File: src/rtl/vram_arbiter.sv
// vram_arbiter
// Single-port video RAM arbiter between the display fetch path and a host
// read/write port. The display path has priority and gets one fully
// pipelined read per cycle. The host is served in idle cycles, and after
// STARVE_MAX edges of waiting it is forced in ahead of the display. The
// display fetch displaced by a forced slot is dropped and counted.
//
// Ports
//   CLK, NRST                 clock, asynchronous active-low reset
//   DISP_REQ/DISP_ADDR        display read request and address
//   DISP_VALID/DISP_DATA      display read return, 2 cycles after grant
//   DISP_MISS/MISS_CNT        dropped-fetch pulse, saturating drop count
//   HOST_REQ/WE/ADDR/WDATA    host request; held until HOST_ACK
//   HOST_ACK/HOST_RDATA       write issued, or read data valid
//   MEM_EN/WE/ADDR/WDATA      synchronous SRAM command
//   MEM_RDATA                 SRAM read data, 1 cycle after the command

module vram_arbiter #(
    parameter int ADDR_W     = 16,
    parameter int DATA_W     = 16,
    parameter int STARVE_MAX = 8
) (
    input  logic              CLK,
    input  logic              NRST,
    input  logic              DISP_REQ,
    input  logic [ADDR_W-1:0] DISP_ADDR,
    output logic              DISP_VALID,
    output logic [DATA_W-1:0] DISP_DATA,
    output logic              DISP_MISS,
    output logic [7:0]        MISS_CNT,
    input  logic              HOST_REQ,
    input  logic              HOST_WE,
    input  logic [ADDR_W-1:0] HOST_ADDR,
    input  logic [DATA_W-1:0] HOST_WDATA,
    output logic              HOST_ACK,
    output logic [DATA_W-1:0] HOST_RDATA,
    output logic              MEM_EN,
    output logic              MEM_WE,
    output logic [ADDR_W-1:0] MEM_ADDR,
    output logic [DATA_W-1:0] MEM_WDATA,
    input  logic [DATA_W-1:0] MEM_RDATA
);

    localparam int WAIT_W = $clog2(STARVE_MAX + 1);

    // Tag that travels with each command so the read data returning two
    // edges later is steered to the port that issued it.
    typedef enum logic [1:0] {
        TAG_NONE = 2'd0,
        TAG_DISP = 2'd1,
        TAG_HOST = 2'd2
    } tag_t;

    logic [WAIT_W-1:0] wait_cnt;
    logic              host_busy;
    tag_t              tag_s1;
    tag_t              tag_s2;

    logic              host_elig;
    logic              force_host;
    logic              grant_host;
    logic              grant_disp;
    logic              drop_disp;
    tag_t              tag_next;

    always_comb begin
        host_elig  = HOST_REQ && !host_busy;
        force_host = host_elig && (wait_cnt == WAIT_W'(STARVE_MAX));
        grant_host = force_host || (host_elig && !DISP_REQ);
        grant_disp = DISP_REQ && !force_host;
        drop_disp  = DISP_REQ && force_host;

        tag_next = TAG_NONE;
        if (grant_disp) begin
            tag_next = TAG_DISP;
        end else if (grant_host && !HOST_WE) begin
            tag_next = TAG_HOST;
        end
    end

    always_ff @(posedge CLK or negedge NRST) begin
        if (!NRST) begin
            wait_cnt   <= '0;
            host_busy  <= 1'b0;
            tag_s1     <= TAG_NONE;
            tag_s2     <= TAG_NONE;
            MEM_EN     <= 1'b0;
            MEM_WE     <= 1'b0;
            MEM_ADDR   <= '0;
            MEM_WDATA  <= '0;
            DISP_VALID <= 1'b0;
            DISP_DATA  <= '0;
            DISP_MISS  <= 1'b0;
            MISS_CNT   <= '0;
            HOST_ACK   <= 1'b0;
            HOST_RDATA <= '0;
        end else begin
            // Command stage
            MEM_EN    <= grant_host || grant_disp;
            MEM_WE    <= grant_host && HOST_WE;
            MEM_ADDR  <= grant_host ? HOST_ADDR :
                         (grant_disp ? DISP_ADDR : '0);
            MEM_WDATA <= (grant_host && HOST_WE) ? HOST_WDATA : '0;

            // Starvation counter only runs while an eligible host is
            // being passed over by the display.
            if (grant_host || !host_elig) begin
                wait_cnt <= '0;
            end else if (grant_disp) begin
                wait_cnt <= wait_cnt + WAIT_W'(1);
            end

            DISP_MISS <= drop_disp;
            if (drop_disp && (MISS_CNT != 8'hFF)) begin
                MISS_CNT <= MISS_CNT + 8'd1;
            end

            // Busy blocks a held HOST_REQ from being granted again; it
            // drops one edge after the acknowledge so the requester has
            // a cycle to release the request.
            if (grant_host) begin
                host_busy <= 1'b1;
            end else if (HOST_ACK) begin
                host_busy <= 1'b0;
            end

            // Read return pipeline
            tag_s1 <= tag_next;
            tag_s2 <= tag_s1;

            DISP_VALID <= (tag_s2 == TAG_DISP);
            if (tag_s2 == TAG_DISP) begin
                DISP_DATA <= MEM_RDATA;
            end

            // Writes acknowledge as issued; reads when their data returns.
            HOST_ACK <= (grant_host && HOST_WE) || (tag_s2 == TAG_HOST);
            if (tag_s2 == TAG_HOST) begin
                HOST_RDATA <= MEM_RDATA;
            end
        end
    end

endmodule

File: config.mk
export PLATFORM = sky130hd
export DESIGN_NAME = vram_arbiter
export DESIGN_NICKNAME = d
export VERILOG_FILES = /design/src/rtl/vram_arbiter.sv
export SDC_FILE = /design/constraint.sdc
export NUM_CORES = 1
export LEC_CHECK = 0
export ABC_AREA = 1
export BUFFER_PORTS_ARGS = -buffer_cell sky130_fd_sc_hd__buf_2
export CAP_MARGIN = 20
export CORE_ASPECT_RATIO = 2
export CORE_MARGIN = 4
export CORE_UTILIZATION = 44
export CTS_BUF_LIST = sky130_fd_sc_hd__clkbuf_4 sky130_fd_sc_hd__clkbuf_8
export CTS_CLUSTER_DIAMETER = 80
export DETAILED_ROUTE_END_ITERATION = 8
export GPL_ROUTABILITY_DRIVEN = 0
export MAX_ROUTING_LAYER = met4
export PLACE_DENSITY_LB_ADDON = 0.12
export SLEW_MARGIN = 20
export SYNTH_ARGS = -nofsm -noshare
export SYNTH_HDL_FRONTEND = slang
export SYNTH_SLANG_ARGS = --single-unit
File: constraint.sdc
create_clock -name CLK -period 1.3 [get_ports CLK]
set_input_delay 0.26 -clock CLK [delete_from_list [all_inputs] [get_ports CLK]]
set_output_delay 0.26 -clock CLK [all_outputs]
set_load 0.005 [all_outputs]
==> results.md <==
* Status: finished, violations left
* Failing checks: negative setup slack
* Die X at 69.9 µm
* Final hold vios at 0
* WL/cell at 12.7 µm
* Final worst path period share at 109%
* Fin nets at 597
* Family with the most delay on the worst path: flip-flops
* Final-report max-slew violation count at 0
* Clock-pin slew on the worst setup and hold paths at 0.09 ns
* Required time of the critical path at 1.58 ns
* Initial antenna violation count at 0
* Leakage power of the design at 2.73 nW
* Post-DRT Antenna Nets at 0
* Layout fillers at 666
* Total of flip-flops plus latches after synthesis at 86
* Inst Count DP at 601
* Critical path fanouts, max at 8
* CP arrival at 1.70 ns
* Total setup violations reported at the end of the flow at 43
* Power per Cell Area at 1330 nW/µm²
* Vertical extent of the die at 132 µm
* Warnings, synthesis at 0
* Post-layout instance count excluding filler cells at 624
* Library cell contributing the largest single delay on the critical path: sky130_fd_sc_hd__dfrtp_1
* Post-synthesis cell type count at 23
* Overall Power at 6.28 mW
* Kind of capture point of the worst setup path: flop
* RSZ-0062 raised after global routing: yes
* Synthesized area divided by synthesized cell count at 9.53 µm²
* Number of top-level pins at 146
* CTS tree: done
* Wirelength, routed at 7940 µm
* Critical path buffers and inverters at 3
* Critical Path Start Type: flop
* Final min period at 1.42 ns
* Layout Skew at 0.00758 ns
* Count of buffers inserted at the top-level ports at 145
* Drt via density at 4.51
* Net count after synthesis at 426
* Peak supply drop at 820 µV
* Sequential share of the synthesized area at 63.8%
* Normalized max-slew margin at 75.7%
* Post-route worst hold slack at 0.0972 ns
* 1st-pass router iterations at 4
* Root buffer selected by CTS: sky130_fd_sc_hd__clkbuf_8
* Share of final-layout standard cells stronger than drive strength 1 at 43.0%
* Insertion delay to the later sink of the worst-skew pair at 0.35 ns
* HP Class: in -> reg
* Rows at 45
* First-pass GRT wire length at 13,000 µm
* Post-route DRC at 0
* Register area at 2150 µm²
* Post-synthesis instance area at 3370 µm²
* Layout Area Growth over Synthesis at 40.5%
* Aggregate negative setup slack at -2.33 ns
* Critical Setup Path Class: reg -> reg
* Number of buffers on the longest clock path at 2
* Inserted Diodes at 0
* Multi-input logic area at 1120 µm²
* H-tree Lvls at 3
* Post-route worst setup slack at -0.116 ns
* Biggest area contributors in the synthesized netlist: sky130_fd_sc_hd__dfrtp_1, sky130_fd_sc_hd__nand2_1, sky130_fd_sc_hd__inv_1, sky130_fd_sc_hd__o21ai_0, sky130_fd_sc_hd__nor2_1
* Overall routing resource usage at 18.1%
* Synth top area share at 63.8%
* HPWL after DPL at 5890 µm
* Worst path max stage delay at 0.38 ns
* Cell taking the most area after synthesis: sky130_fd_sc_hd__dfrtp_1
* Vias post-DR at 2,817
* Initial core utilization at 44.7%
* Vias in the first global route at 2,899
* Area of the core at 7540 µm²
* Cells traversed along the worst timing path: inv_1, ha_2, nand3_4, a21oi_4, buf_12, clkbuf_16, nand2_2, nand2_1
* Global route total overflow at 0
* DIE AREA at 9220 µm²
* Gate Count Post-Synth at 354
* Num CTS Buffers at 9
* Measured slew at the worst slew-check pin at 0.365 ns
* Iter 0 DRT Violations at 199
* Clock Sinks at 86
* Max Clk Rate at 0.706 GHz
* Max-capacitance violation count at 0
* Pin count of the biggest net entering global routing at 33
-- metrics by stage --
stage	instance area [µm²]	setup WS [ns]	util, %
6_report	4740	-0.116	62.8
5_1_grt	4740	-0.205	62.8
4_1_cts	4640	-0.0748	61.5
3_5_place_dp	4350	-0.239	57.7
3_3_place_gp	4350	-0.150	57.7
2_1_floorplan	3380	-0.0689	-
-- cells in the mapped netlist --
master / count
sky130_fd_sc_hd__xor2_1: 2
sky130_fd_sc_hd__clkinv_1: 1
sky130_fd_sc_hd__a21oi_4: 1
sky130_fd_sc_hd__nor2_2: 9
sky130_fd_sc_hd__nor2_4: 1
sky130_fd_sc_hd__buf_4: 2
sky130_fd_sc_hd__ha_1: 3
sky130_fd_sc_hd__clkbuf_1: 6
sky130_fd_sc_hd__o21ai_0: 35
sky130_fd_sc_hd__inv_1: 47
sky130_fd_sc_hd__inv_2: 1
sky130_fd_sc_hd__buf_6: 1
sky130_fd_sc_hd__xnor2_1: 1
sky130_fd_sc_hd__nor3_4: 1
sky130_fd_sc_hd__nand3_2: 1
sky130_fd_sc_hd__nand2_2: 1
sky130_fd_sc_hd__nand3_4: 1
sky130_fd_sc_hd__nand3_1: 7
sky130_fd_sc_hd__nand2_4: 2
sky130_fd_sc_hd__nand3b_1: 4
sky130_fd_sc_hd__nand2_1: 122
sky130_fd_sc_hd__dfrtp_1: 86
sky130_fd_sc_hd__nor2_1: 19
-- cell usage in the layout (no fill, tap or decap), types with 4 or more instances in the layout --
cell,count
sky130_fd_sc_hd__dfrtp_1,86
sky130_fd_sc_hd__nor2_2,10
sky130_fd_sc_hd__nor2_4,5
sky130_fd_sc_hd__nand2_2,18
sky130_fd_sc_hd__nand2_1,105
sky130_fd_sc_hd__o21ai_0,34
sky130_fd_sc_hd__buf_12,5
sky130_fd_sc_hd__inv_1,47
sky130_fd_sc_hd__buf_4,14
sky130_fd_sc_hd__nand3_1,5
sky130_fd_sc_hd__clkbuf_8,10
sky130_fd_sc_hd__nand3b_1,4
sky130_fd_sc_hd__nor2_1,14
sky130_fd_sc_hd__buf_2,144
-- layout make-up --
| type | count | area share [%] |
|---|---|---|
| Clock buffer | 12 | 3.22 |
| Clock inverter | 4 | 0.475 |
| Inverter | 49 | 3.88 |
| Multi-Input combinational cell | 211 | 23.6 |
| Sequential cell | 86 | 45.4 |
| Tap cell | 94 | 2.48 |
| Timing Repair Buffer | 168 | 21.0 |
-- sequential cells by signal, summed over array words and instances, names as in the netlist --
signal / flops
HOST_RDATA: 16
tag_s2: 2
MEM_EN: 1
DISP_MISS: 1
MEM_ADDR: 16
DISP_VALID: 1
HOST_ACK: 1
DISP_DATA: 16
MEM_WE: 1
MISS_CNT: 8
MEM_WDATA: 16
host_busy: 1
wait_cnt: 4
tag_s1: 2
-- worst min-delay path, delay by kind of cell --
kind / cells / cell delay (ns)
AND/OR/NAND/NOR: 2 / 0.07
buffers and inverters: 1 / 0.08
-- cells by family (layout without fill, tap and decap cells) --
group                    count (synthesis)  count (layout)  share of synthesized area [%]
AND/OR/NAND/NOR                        168             169                           21.8
flip-flops                              86              86                           63.8
buffers and inverters                   58             233                           6.90
AO/OA/AOI/OAI                           36              36                           5.67
adder cells (fa/ha/maj)                  3               3                           1.11
XOR/XNOR                                 3               3                          0.779
-- report_power, final --
group / switching (mW) / internal [mW] / leakage [nW]
sequential: 0.187 / 3.09 / 1.10
clock: 0.869 / 0.780 / 0.0930
combinational: 0.688 / 0.667 / 1.54
-- final timing paths --
check                                   from       endpoint  slack, ns  depth (start not counted)
worst max-delay path             wait_cnt[0]    MEM_ADDR[0]      -0.12                          8
worst min-delay path            HOST_ADDR[2]    MEM_ADDR[2]        0.1                          3
worst max register to register   wait_cnt[0]    MEM_ADDR[0]      -0.12                          8
worst min register to register     tag_s1[1]      tag_s2[1]       0.35                          0
max in group asynchronous               NRST  DISP_DATA[12]       0.44                          3
min in group asynchronous               NRST  HOST_RDATA[5]       0.37                          2
-- what timing repair did --
action / 4_1_cts / 5_1_grt
setup buffers: 4 / 0
setup endpoints to repair: 47 / 49
hold buffers: 1 / 0
gates resized for setup: 9 / 27
gates cloned: 1 / 1
hold endpoints to repair: 24 / 0
pin swaps: 3 / 14
-- per-layer routing --
metal,global-route usage [%],wire (µm)
met2,32.0,4380
met4,6.61,94
met1,19.5,2940
met5,-,0
met3,4.05,521
(Power assumes the default switching activity.)
